==> src/rtl/vram_line_fetcher.sv <==
// Streams a frame buffer out of SDRAM in fixed-length read bursts into a pixel FIFO.
// A burst starts only when the FIFO can take it whole; pix_o shows a word one cycle after its ack.
module vram_line_fetcher #(
   parameter logic [31:0] FB_BASE      = 32'h0,
   parameter int          LINE_WORDS   = 320,
   parameter int          LINES        = 240,
   parameter int          BURST_LENGTH = 8,
   parameter int          FIFO_DEPTH   = 32
) (
   input  logic                          sdram_clk,
   input  logic                          sdram_rst,
   input  logic                          idle_i,
   output logic [31:0]                   adr_o,
   input  logic [15:0]                   dat_i,
   output logic [1:0]                    sel_o,
   output logic                          we_o,
   output logic                          acc_o,
   input  logic                          ack_i,
   input  logic                          frame_start_i,
   input  logic                          pix_rd_i,
   output logic [15:0]                   pix_o,
   output logic                          pix_valid_o,
   output logic [$clog2(FIFO_DEPTH):0]   level_o,
   output logic                          busy_o,
   output logic                          underflow_o
);

   localparam int TOTAL = LINE_WORDS * LINES;
   localparam int WCW   = $clog2(TOTAL + 1);
   localparam int BCW   = (BURST_LENGTH > 1) ? $clog2(BURST_LENGTH) : 1;
   localparam int PW    = $clog2(FIFO_DEPTH);
   localparam int LW    = PW + 1;

   typedef enum logic [2:0] {
      WAIT_IDLE,
      ARMED,
      CHECK,
      BURST,
      DRAIN,
      DONE
   } state_t;

   state_t           state_q, state_d;
   logic [31:0]      adr_q, adr_d;
   logic             acc_q, acc_d;
   logic [WCW-1:0]   word_cnt_q, word_cnt_d;
   logic [BCW-1:0]   ack_cnt_q, ack_cnt_d;
   logic             underflow_q, underflow_d;
   logic [PW-1:0]    wr_ptr_q, wr_ptr_d;
   logic [PW-1:0]    rd_ptr_q, rd_ptr_d;
   logic [LW-1:0]    level_q, level_d;
   logic [15:0]      mem_q [FIFO_DEPTH];

   logic             push;
   logic             pop;
   logic             flush;
   logic             last_ack;

   assign last_ack = ack_i && (ack_cnt_q == BCW'(BURST_LENGTH - 1));

   always_comb begin
      state_d    = state_q;
      adr_d      = adr_q;
      acc_d      = acc_q;
      word_cnt_d = word_cnt_q;
      ack_cnt_d  = ack_cnt_q;
      push       = 1'b0;
      flush      = 1'b0;

      case (state_q)
         WAIT_IDLE: begin
            if (idle_i) begin
               state_d = ARMED;
            end
         end
         ARMED, DONE: begin
            if (frame_start_i) begin
               flush = 1'b1;
            end
         end
         CHECK: begin
            if (frame_start_i) begin
               flush = 1'b1;
            end else if (level_q <= LW'(FIFO_DEPTH - BURST_LENGTH)) begin
               state_d   = BURST;
               acc_d     = 1'b1;
               ack_cnt_d = '0;
            end
         end
         BURST: begin
            if (ack_i) begin
               push       = 1'b1;
               ack_cnt_d  = ack_cnt_q + 1'b1;
               word_cnt_d = word_cnt_q + 1'b1;
            end
            if (last_ack) begin
               acc_d = 1'b0;
               adr_d = adr_q + 32'(2 * BURST_LENGTH);
               if (frame_start_i) begin
                  flush = 1'b1;
               end else if (word_cnt_q + 1'b1 == WCW'(TOTAL)) begin
                  state_d = DONE;
               end else begin
                  state_d = CHECK;
               end
            end else if (frame_start_i) begin
               state_d = DRAIN;
            end
         end
         DRAIN: begin
            // The controller cannot abandon a burst, so its remaining words are swallowed here.
            if (ack_i) begin
               ack_cnt_d = ack_cnt_q + 1'b1;
            end
            if (last_ack) begin
               acc_d = 1'b0;
               flush = 1'b1;
            end
         end
         default: begin
            state_d = WAIT_IDLE;
         end
      endcase

      if (flush) begin
         push       = 1'b0;
         state_d    = CHECK;
         adr_d      = FB_BASE;
         word_cnt_d = '0;
         ack_cnt_d  = '0;
      end
   end

   always_comb begin
      pop         = pix_rd_i && (level_q != '0);
      wr_ptr_d    = wr_ptr_q;
      rd_ptr_d    = rd_ptr_q;
      level_d     = level_q;
      underflow_d = underflow_q;

      // A restart empties the FIFO and forgets old underflows, overriding any pop in the same cycle.
      if (flush) begin
         wr_ptr_d    = '0;
         rd_ptr_d    = '0;
         level_d     = '0;
         underflow_d = 1'b0;
      end else begin
         if (push) begin
            wr_ptr_d = wr_ptr_q + 1'b1;
         end
         if (pop) begin
            rd_ptr_d = rd_ptr_q + 1'b1;
         end
         case ({push, pop})
            2'b10:   level_d = level_q + 1'b1;
            2'b01:   level_d = level_q - 1'b1;
            default: level_d = level_q;
         endcase
         if (pix_rd_i && (level_q == '0)) begin
            underflow_d = 1'b1;
         end
      end
   end

   always_ff @(posedge sdram_clk or posedge sdram_rst) begin
      if (sdram_rst) begin
         state_q     <= WAIT_IDLE;
         adr_q       <= FB_BASE;
         acc_q       <= 1'b0;
         word_cnt_q  <= '0;
         ack_cnt_q   <= '0;
         underflow_q <= 1'b0;
         wr_ptr_q    <= '0;
         rd_ptr_q    <= '0;
         level_q     <= '0;
      end else begin
         state_q     <= state_d;
         adr_q       <= adr_d;
         acc_q       <= acc_d;
         word_cnt_q  <= word_cnt_d;
         ack_cnt_q   <= ack_cnt_d;
         underflow_q <= underflow_d;
         wr_ptr_q    <= wr_ptr_d;
         rd_ptr_q    <= rd_ptr_d;
         level_q     <= level_d;
      end
   end

   always_ff @(posedge sdram_clk) begin
      if (push) begin
         mem_q[wr_ptr_q] <= dat_i;
      end
   end

   assign adr_o       = adr_q;
   assign acc_o       = acc_q;
   assign sel_o       = 2'b11;
   assign we_o        = 1'b0;
   assign pix_valid_o = (level_q != '0);
   assign pix_o       = pix_valid_o ? mem_q[rd_ptr_q] : 16'h0000;
   assign level_o     = level_q;
   assign busy_o      = (state_q == CHECK) || (state_q == BURST) || (state_q == DRAIN);
   assign underflow_o = underflow_q;

endmodule
==> config.mk <==
export PLATFORM = sky130hd
export DESIGN_NAME = vram_line_fetcher
export DESIGN_NICKNAME = d
export VERILOG_FILES = /design/src/rtl/vram_line_fetcher.sv
export SDC_FILE = /design/constraint.sdc
export NUM_CORES = 1
export LEC_CHECK = 0
export CAP_MARGIN = 40
export CORE_ASPECT_RATIO = 0.75
export CORE_UTILIZATION = 45
export DETAILED_ROUTE_END_ITERATION = 10
export SLEW_MARGIN = 20
export SYNTH_ARGS = -nofsm -noshare
export SYNTH_HDL_FRONTEND = slang
export SYNTH_SLANG_ARGS = --single-unit
==> constraint.sdc <==
create_clock -name sdram_clk -period 3 [get_ports sdram_clk]
set_input_delay 0.6 -clock sdram_clk [delete_from_list [all_inputs] [get_ports sdram_clk]]
set_output_delay 0.6 -clock sdram_clk [all_outputs]
set_load 0.03 [all_outputs]
==> results of run 1 <==
==> power by group <==
| group | total (mW) | internal [mW] | switching [mW] |
|---|---|---|---|
| clock | 7.04 | 4.03 | 3.01 |
| sequential | 9.22 | 8.98 | 0.238 |
| combinational | 7.09 | 3.58 | 3.51 |
| total | 23.4 | 16.6 | 6.76 |
==> final timing paths <==
kind	endpoint	from	slack, ns	cells after the start
max	pix_o[3]	rd_ptr_q[0]$_DFFE_PP0P_	-0.53	8
min	adr_o[31]$_DFFE_PP0P_	sdram_rst	0.37	3
max reg2reg	mem_q[3][8]$_DFFE_PP_	ack_cnt_q[0]$_DFFE_PP0P_	0.20	8
min reg2reg	underflow_o$_DFFE_PP0P_	underflow_o$_DFFE_PP0P_	0.52	2
max in group asynchronous	rd_ptr_q[0]$_DFFE_PP0P_	sdram_rst	2.05	3
min in group sdram_clk	underflow_o$_DFFE_PP0P_	underflow_o$_DFFE_PP0P_	0.52	2
==> cell usage in the layout, fill, tap and decap left out, types with 11 or more instances in the layout <==
master           Yosys  routed
inv_1               28      24
dfrtp_1             69      64
clkinv_2             0      11
nand3_1             47      37
mux4_2             160     160
nand2_1             43      43
nor2_2               0      32
nand4_1             16      16
or3_1               15      15
clkinv_1             0      12
clkbuf_1            29      12
xor2_1              21      21
buf_12               0      45
nor2_1              93      61
edfxtp_1           512     512
clkbuf_16            0      57
nor3_1              14      14
xnor2_1             22      22
a21oi_1             28      28
buf_4               18      84
clkdlybuf4s50_1      0      57
o21ai_0             30      30
ha_1                11      11
==> cells by family after synthesis <==
group | Yosys count | synth area share, %
flip-flops | 581 | 71.9
XOR/XNOR | 44 | 1.65
AND/OR/NAND/NOR | 276 | 5.86
AO/OA/AOI/OAI | 101 | 2.48
adder cells (fa/ha/maj) | 11 | 0.578
buffers and inverters | 107 | 2.29
other | 2 | 0.0316
multiplexers | 162 | 15.2
==> worst max-delay path: stages (launching register included) <==
cell and delay, ns:
dfrtp_4 0.52, buf_12 0.17, buf_12 0.13, buf_16 0.14
mux4_2 0.47, mux4_2 0.55, nand3_4 0.12, o21ai_2 0.07
buf_6 0.13
==> synth_stat cells (all sizes together), types with 3 or more instances <==
library cell	number
a211oi	4
xnor2	23
nor2	93
nand3	48
nand3b	4
and2	4
mux4	160
nor3	14
and3	8
nor4	9
a21oi	28
dfrtp	69
inv	28
buf	50
a31oi	6
or3	15
ha	11
nand2	44
nand4	17
and4	3
clkbuf	29
xor2	21
nand2b	3
a2111oi	3
edfxtp	512
o21ai	46
nor4b	3
==> area by class of cell <==
class                           count  share of cell area [%]
Sequential cell                   581                    59.4
Multi-Input combinational cell    601                    22.1
Timing Repair Buffer              210                    8.82
Clock buffer                       68                    5.02
Tap cell                          703                    3.05
Clock inverter                     33                    1.28
Inverter                           28                   0.365
==> sequential cells by signal (all words and copies together), names as in the netlist <==
| signal | cells |
|---|---|
| acc_o | 1 |
| level_o | 6 |
| word_cnt_q | 17 |
| underflow_o | 1 |
| rd_ptr_q | 5 |
| mem_q | 512 |
| wr_ptr_q | 5 |
| state_q | 3 |
| ack_cnt_q | 3 |
| adr_o | 28 |
==> through the flow <==
stage | power [mW] | std cells | area (um^2) | util, %
CTS | 23.5 | 2222 | 28800 | 55.5
detailed placement | 15.6 | 2100 | 26400 | 50.9
global placement | 15.5 | 2100 | 26400 | 50.9
floorplan | 13.5 | 1289 | 23800 | -
finish | 23.4 | 2224 | 28800 | 55.6
global route | 24.2 | 2224 | 28800 | 55.6
==> layer usage <==
metal | vias up | wire, um | part of all wire (%) | track usage [%]
met5 | - | 0 | 0 | 0
met4 | 0 | 978 | 1.7 | 5.27
met3 | 68 | 3250 | 5.8 | 3.29
met2 | 411 | 25600 | 45 | 32.2
met1 | 6692 | 26600 | 47 | 33.4
li1 | 5547 | - | - | -
==> repair_timing <==
item | 4_1_cts | 5_1_grt
pin swaps | 3 | 0
resized for setup | 50 | 6
setup buffers | 14 | 1
cloned | 7 | 1
endpoints found under the setup margin | 18 | 17
==> results.py, run 1 <==
metrics = {
    "status": {
        "status": "finished, violations left",
        "violations": "negative setup slack",
    },
    "global_route": {
        "grt_max_degree": 45,
        "grt_usage_pct": 21.6,
        "grt_pass1_wl_mm": 84.5,
        "antenna_found_initial": 0,
        "grt_overflow": 0,
        "grt_pass1_vias": 12800,
    },
    "timing": {
        "setup_tns_ns": -7.81,
        "whs_ns": 0.374,
        "finalHoldViolations": 0,
        "rsz0062_at_grt": "true",
        "period_needed_ns": 3.53,
        "slew-limit-headroom_pct": 56.1,
        "final-setup-viol-count": 16,
        "max_slew.worst_pin.slew_ns": 0.659,
        "finClkSkew_ns": 0.0245,
        "setup_ws_ns": -0.529,
        "timing.fmax_mhz": 283,
        "fin_crit_sh_pct": 118,
        "finalMaxSlewViolations": 0,
    },
    "yosys": {
        "synth_top_cell_by_area": "edfxtp_1",
        "syn_inst": 1284,
        "synth_area_leaders": "edfxtp_1 (65%), mux4_2 (15%), dfrtp_1 (7.3%)",
        "yosysWarnings": 0,
        "synth-seq-cells": 581,
        "synth_cell_type_count": 60,
        "yosysSeqAreaShare_pct": 71.9,
        "synth-edff-count": 512,
        "synth-main-ff-cell": "edfxtp_1",
        "async_reset_ff_share_pct": 11.9,
        "syn_avg_cell_area_um2": 18.5,
        "syn_area_mm2": 0.0238,
        "synth_top_area_share_pct": 64.6,
    },
    "clocking": {
        "cts_made_buffers": 55,
        "clock_sinks": 581,
        "cts_buffer_depth": 3,
        "holdBufCountCts": 0,
        "insertion_delay_ns": 0.63,
        "tritoncts": "yes",
        "clkTransAtPathRegs_ns": 0.06,
        "clock-root-buffer": "clkbuf_16",
        "htree_levels": 2,
    },
    "worst_setup_path": {
        "cp.required_ns": 2.40,
        "criticalPathCategory": "flop to output port",
        "cp-start-kind": "flop",
        "cp_data_arrival_time_ns": 2.93,
        "endpoint_kind": "output port",
        "critPathMaxFanout": 5,
    },
    "routing": {
        "wl_per_cell_um": 25.4,
        "vias_per_cell": 5.72,
        "wl_mm": 56.4,
        "vias": 12700,
        "first_iter_violations": 1243,
        "postRouteAntennaNets": 0,
        "dr.pass1.iters": 4,
        "drcViolationCount": 0,
    },
    "placed_design": {
        "gp_congestion": 0.819,
        "port_buffers": 75,
        "dp_hpwl_mm": 33.9,
        "pre_cts_slack_ns": -0.00226,
    },
    "final_layout": {
        "final-seq-area_mm2": 0.0171,
        "num-fill-cells": 4044,
        "drive_gt1_share_pct": 30.5,
        "multi_input_area_mm2": 0.00638,
        "num_antenna_cells": 0,
        "nets": 1510,
        "syn_to_final_growth_pct": 21.2,
    },
    "power_and_ir_drop": {
        "power_leakage_nw": 9.49,
        "vdd_drop_max_v": 0.000621,
        "cellPowerDensity_mw_per_mm2": 810,
    },
    "die": {
        "die_w_um": 268,
        "dieArea_mm2": 0.0538,
        "initial_core_util_pct": 45.9,
        "num_rows": 72,
        "core-area_mm2": 0.0519,
        "die_h_um": 201,
        "io_pins": 83,
    },
    "run": {
        "max-cap-violations": 0,
    },
    "hold_path": {
        "hold_path_class": "primary input to asynchronous set/reset pin",
    },
}
No activity file was read; power rests on OpenSTA's default activity.
==> run 2, diff against run 1 <==
==> constraint.sdc (replaced) <==
create_clock -name sdram_clk -period 3.5 [get_ports sdram_clk]
set_input_delay 0.7 -clock sdram_clk [delete_from_list [all_inputs] [get_ports sdram_clk]]
set_output_delay 0.7 -clock sdram_clk [all_outputs]
set_load 0.03 [all_outputs]
==> results.py, run 2 (synthesized netlist as in run 1, its figures left out) <==
metrics = {
    "global_route": {
        "grt_pass1_vias": 12600,
        "grt_usage_pct": 20.8,
        "grt_overflow": 0,
        "antenna_found_initial": 0,
        "grt_max_degree": 61,
        "grt_pass1_wl_mm": 82.4,
    },
    "timing": {
        "period_needed_ns": 3.62,
        "setup_tns_ns": -1.08,
        "rsz0062_at_grt": "true",
        "final-setup-viol-count": 15,
        "slew-limit-headroom_pct": 55.4,
        "finClkSkew_ns": 0.0247,
        "timing.fmax_mhz": 276,
        "finalHoldViolations": 0,
        "whs_ns": 0.442,
        "fin_crit_sh_pct": 104,
        "max_slew.worst_pin.slew_ns": 0.670,
        "setup_ws_ns": -0.123,
        "finalMaxSlewViolations": 0,
    },
    "die": {
        "die_h_um": 201,
        "core-area_mm2": 0.0519,
        "num_rows": 72,
        "die_w_um": 268,
        "io_pins": 83,
        "initial_core_util_pct": 45.9,
        "dieArea_mm2": 0.0538,
    },
    "placed_design": {
        "dp_hpwl_mm": 34.4,
        "placed_area_mm2": 0.0261,
        "place_inst": 2089,
        "pre_cts_slack_ns": 0.191,
        "gp_congestion": 0.794,
        "port_buffers": 75,
    },
    "clocking": {
        "cts_buffer_depth": 3,
        "cts_made_buffers": 56,
        "clock-root-buffer": "clkbuf_16",
        "holdBufCountCts": 0,
        "insertion_delay_ns": 0.62,
        "tritoncts": "yes",
        "clkTransAtPathRegs_ns": 0.06,
        "clock_sinks": 581,
        "htree_levels": 2,
    },
    "power_and_ir_drop": {
        "power_mw": 20.3,
        "vdd_drop_max_v": 0.000653,
        "power_leakage_nw": 9.47,
        "cellPowerDensity_mw_per_mm2": 707,
    },
    "final_layout": {
        "final_util_pct": 55.4,
        "layout_commonest_cell": "edfxtp_1",
        "most-common-layout-cells": "edfxtp_1 (512), mux4_2 (160), buf_4 (87)",
        "regMostFlops": "mem_q",
        "final_area_mm2": 0.0287,
        "fin_cells": 2223,
        "largest_reg_flops": 512,
        "multi_input_area_mm2": 0.00642,
        "num_antenna_cells": 0,
        "syn_to_final_growth_pct": 20.7,
        "final-seq-area_mm2": 0.0171,
        "drive_gt1_share_pct": 31.4,
        "nets": 1506,
        "num-fill-cells": 4017,
    },
    "routing": {
        "wl_per_cell_um": 25.1,
        "vias_per_cell": 5.76,
        "vias": 12800,
        "first_iter_violations": 1258,
        "postRouteAntennaNets": 0,
        "drcViolationCount": 0,
        "wl_mm": 55.9,
        "dr.pass1.iters": 5,
    },
    "worst_setup_path": {
        "endpoint_kind": "output port",
        "criticalPathCategory": "flop to output port",
        "cp.required_ns": 2.80,
        "cp_data_arrival_time_ns": 2.92,
        "critPathMaxFanout": 7,
        "r2r_slack_ns": 0.61,
        "cp-start-kind": "flop",
    },
    "status": {
        "violations": "negative setup slack",
        "status": "finished, violations left",
    },
    "hold_path": {
        "hold_path_class": "primary input to asynchronous set/reset pin",
    },
    "run": {
        "max-cap-violations": 0,
    },
}
==> run 2: metal layers <==
layer / vias to the layer above / track usage (%) / share of wire, % / wire length, um
met1: 6826 / 32.3 / 47 / 26100
met5: - / 0.180 / 0 / 0
li1: 5530 / - / - / -
met2: 389 / 30.9 / 46 / 25900
met3: 62 / 3.34 / 5.5 / 3090
met4: 0 / 5.04 / 1.5 / 854
==> run 2: power breakdown <==
part	leakage (nW)	internal (mW)	switching, mW
clock	0.939	3.70	2.61
combinational	2.99	3.09	2.95
sequential	5.54	7.69	0.274
==> run 2: worst max-delay path, stage by stage, from the launching register on <==
cell	delay (ns)
dfrtp_4	0.56
buf_12	0.17
clkbuf_16	0.16
buf_6	0.11
mux4_2	0.45
mux4_2	0.53
nand3_4	0.13
o21ai_2	0.07
buf_6	0.14
==> run 2: cell type report <==
| class | count | share of cell area [%] |
|---|---|---|
| Timing Repair Buffer | 205 | 7.95 |
| Multi-Input combinational cell | 601 | 22.3 |
| Clock buffer | 68 | 5.18 |
| Sequential cell | 581 | 59.6 |
| Clock inverter | 37 | 1.53 |
| Inverter | 28 | 0.366 |
| Tap cell | 703 | 3.06 |
==> run 2: worst paths after layout <==
path | startpoint | to | cells past startpoint
max | rd_ptr_q[0]$_DFFE_PP0P_ | pix_o[15] | 8
min | sdram_rst | word_cnt_q[3]$_DFFE_PP0P_ | 2
max reg2reg | ack_cnt_q[0]$_DFFE_PP0P_ | word_cnt_q[14]$_DFFE_PP0P_ | 9
min reg2reg | underflow_o$_DFFE_PP0P_ | underflow_o$_DFFE_PP0P_ | 2
max in group asynchronous | sdram_rst | ack_cnt_q[2]$_DFFE_PP0P_ | 3
min in group sdram_clk | underflow_o$_DFFE_PP0P_ | underflow_o$_DFFE_PP0P_ | 2
==> run 2: repair_timing <==
action                     CTS  global route
pin swaps                    0             4
hold endpoints to repair     0             0
setup endpoints to repair   17            16
buffers inserted            12             9
gates resized for setup     31            52
gates cloned                 1             7
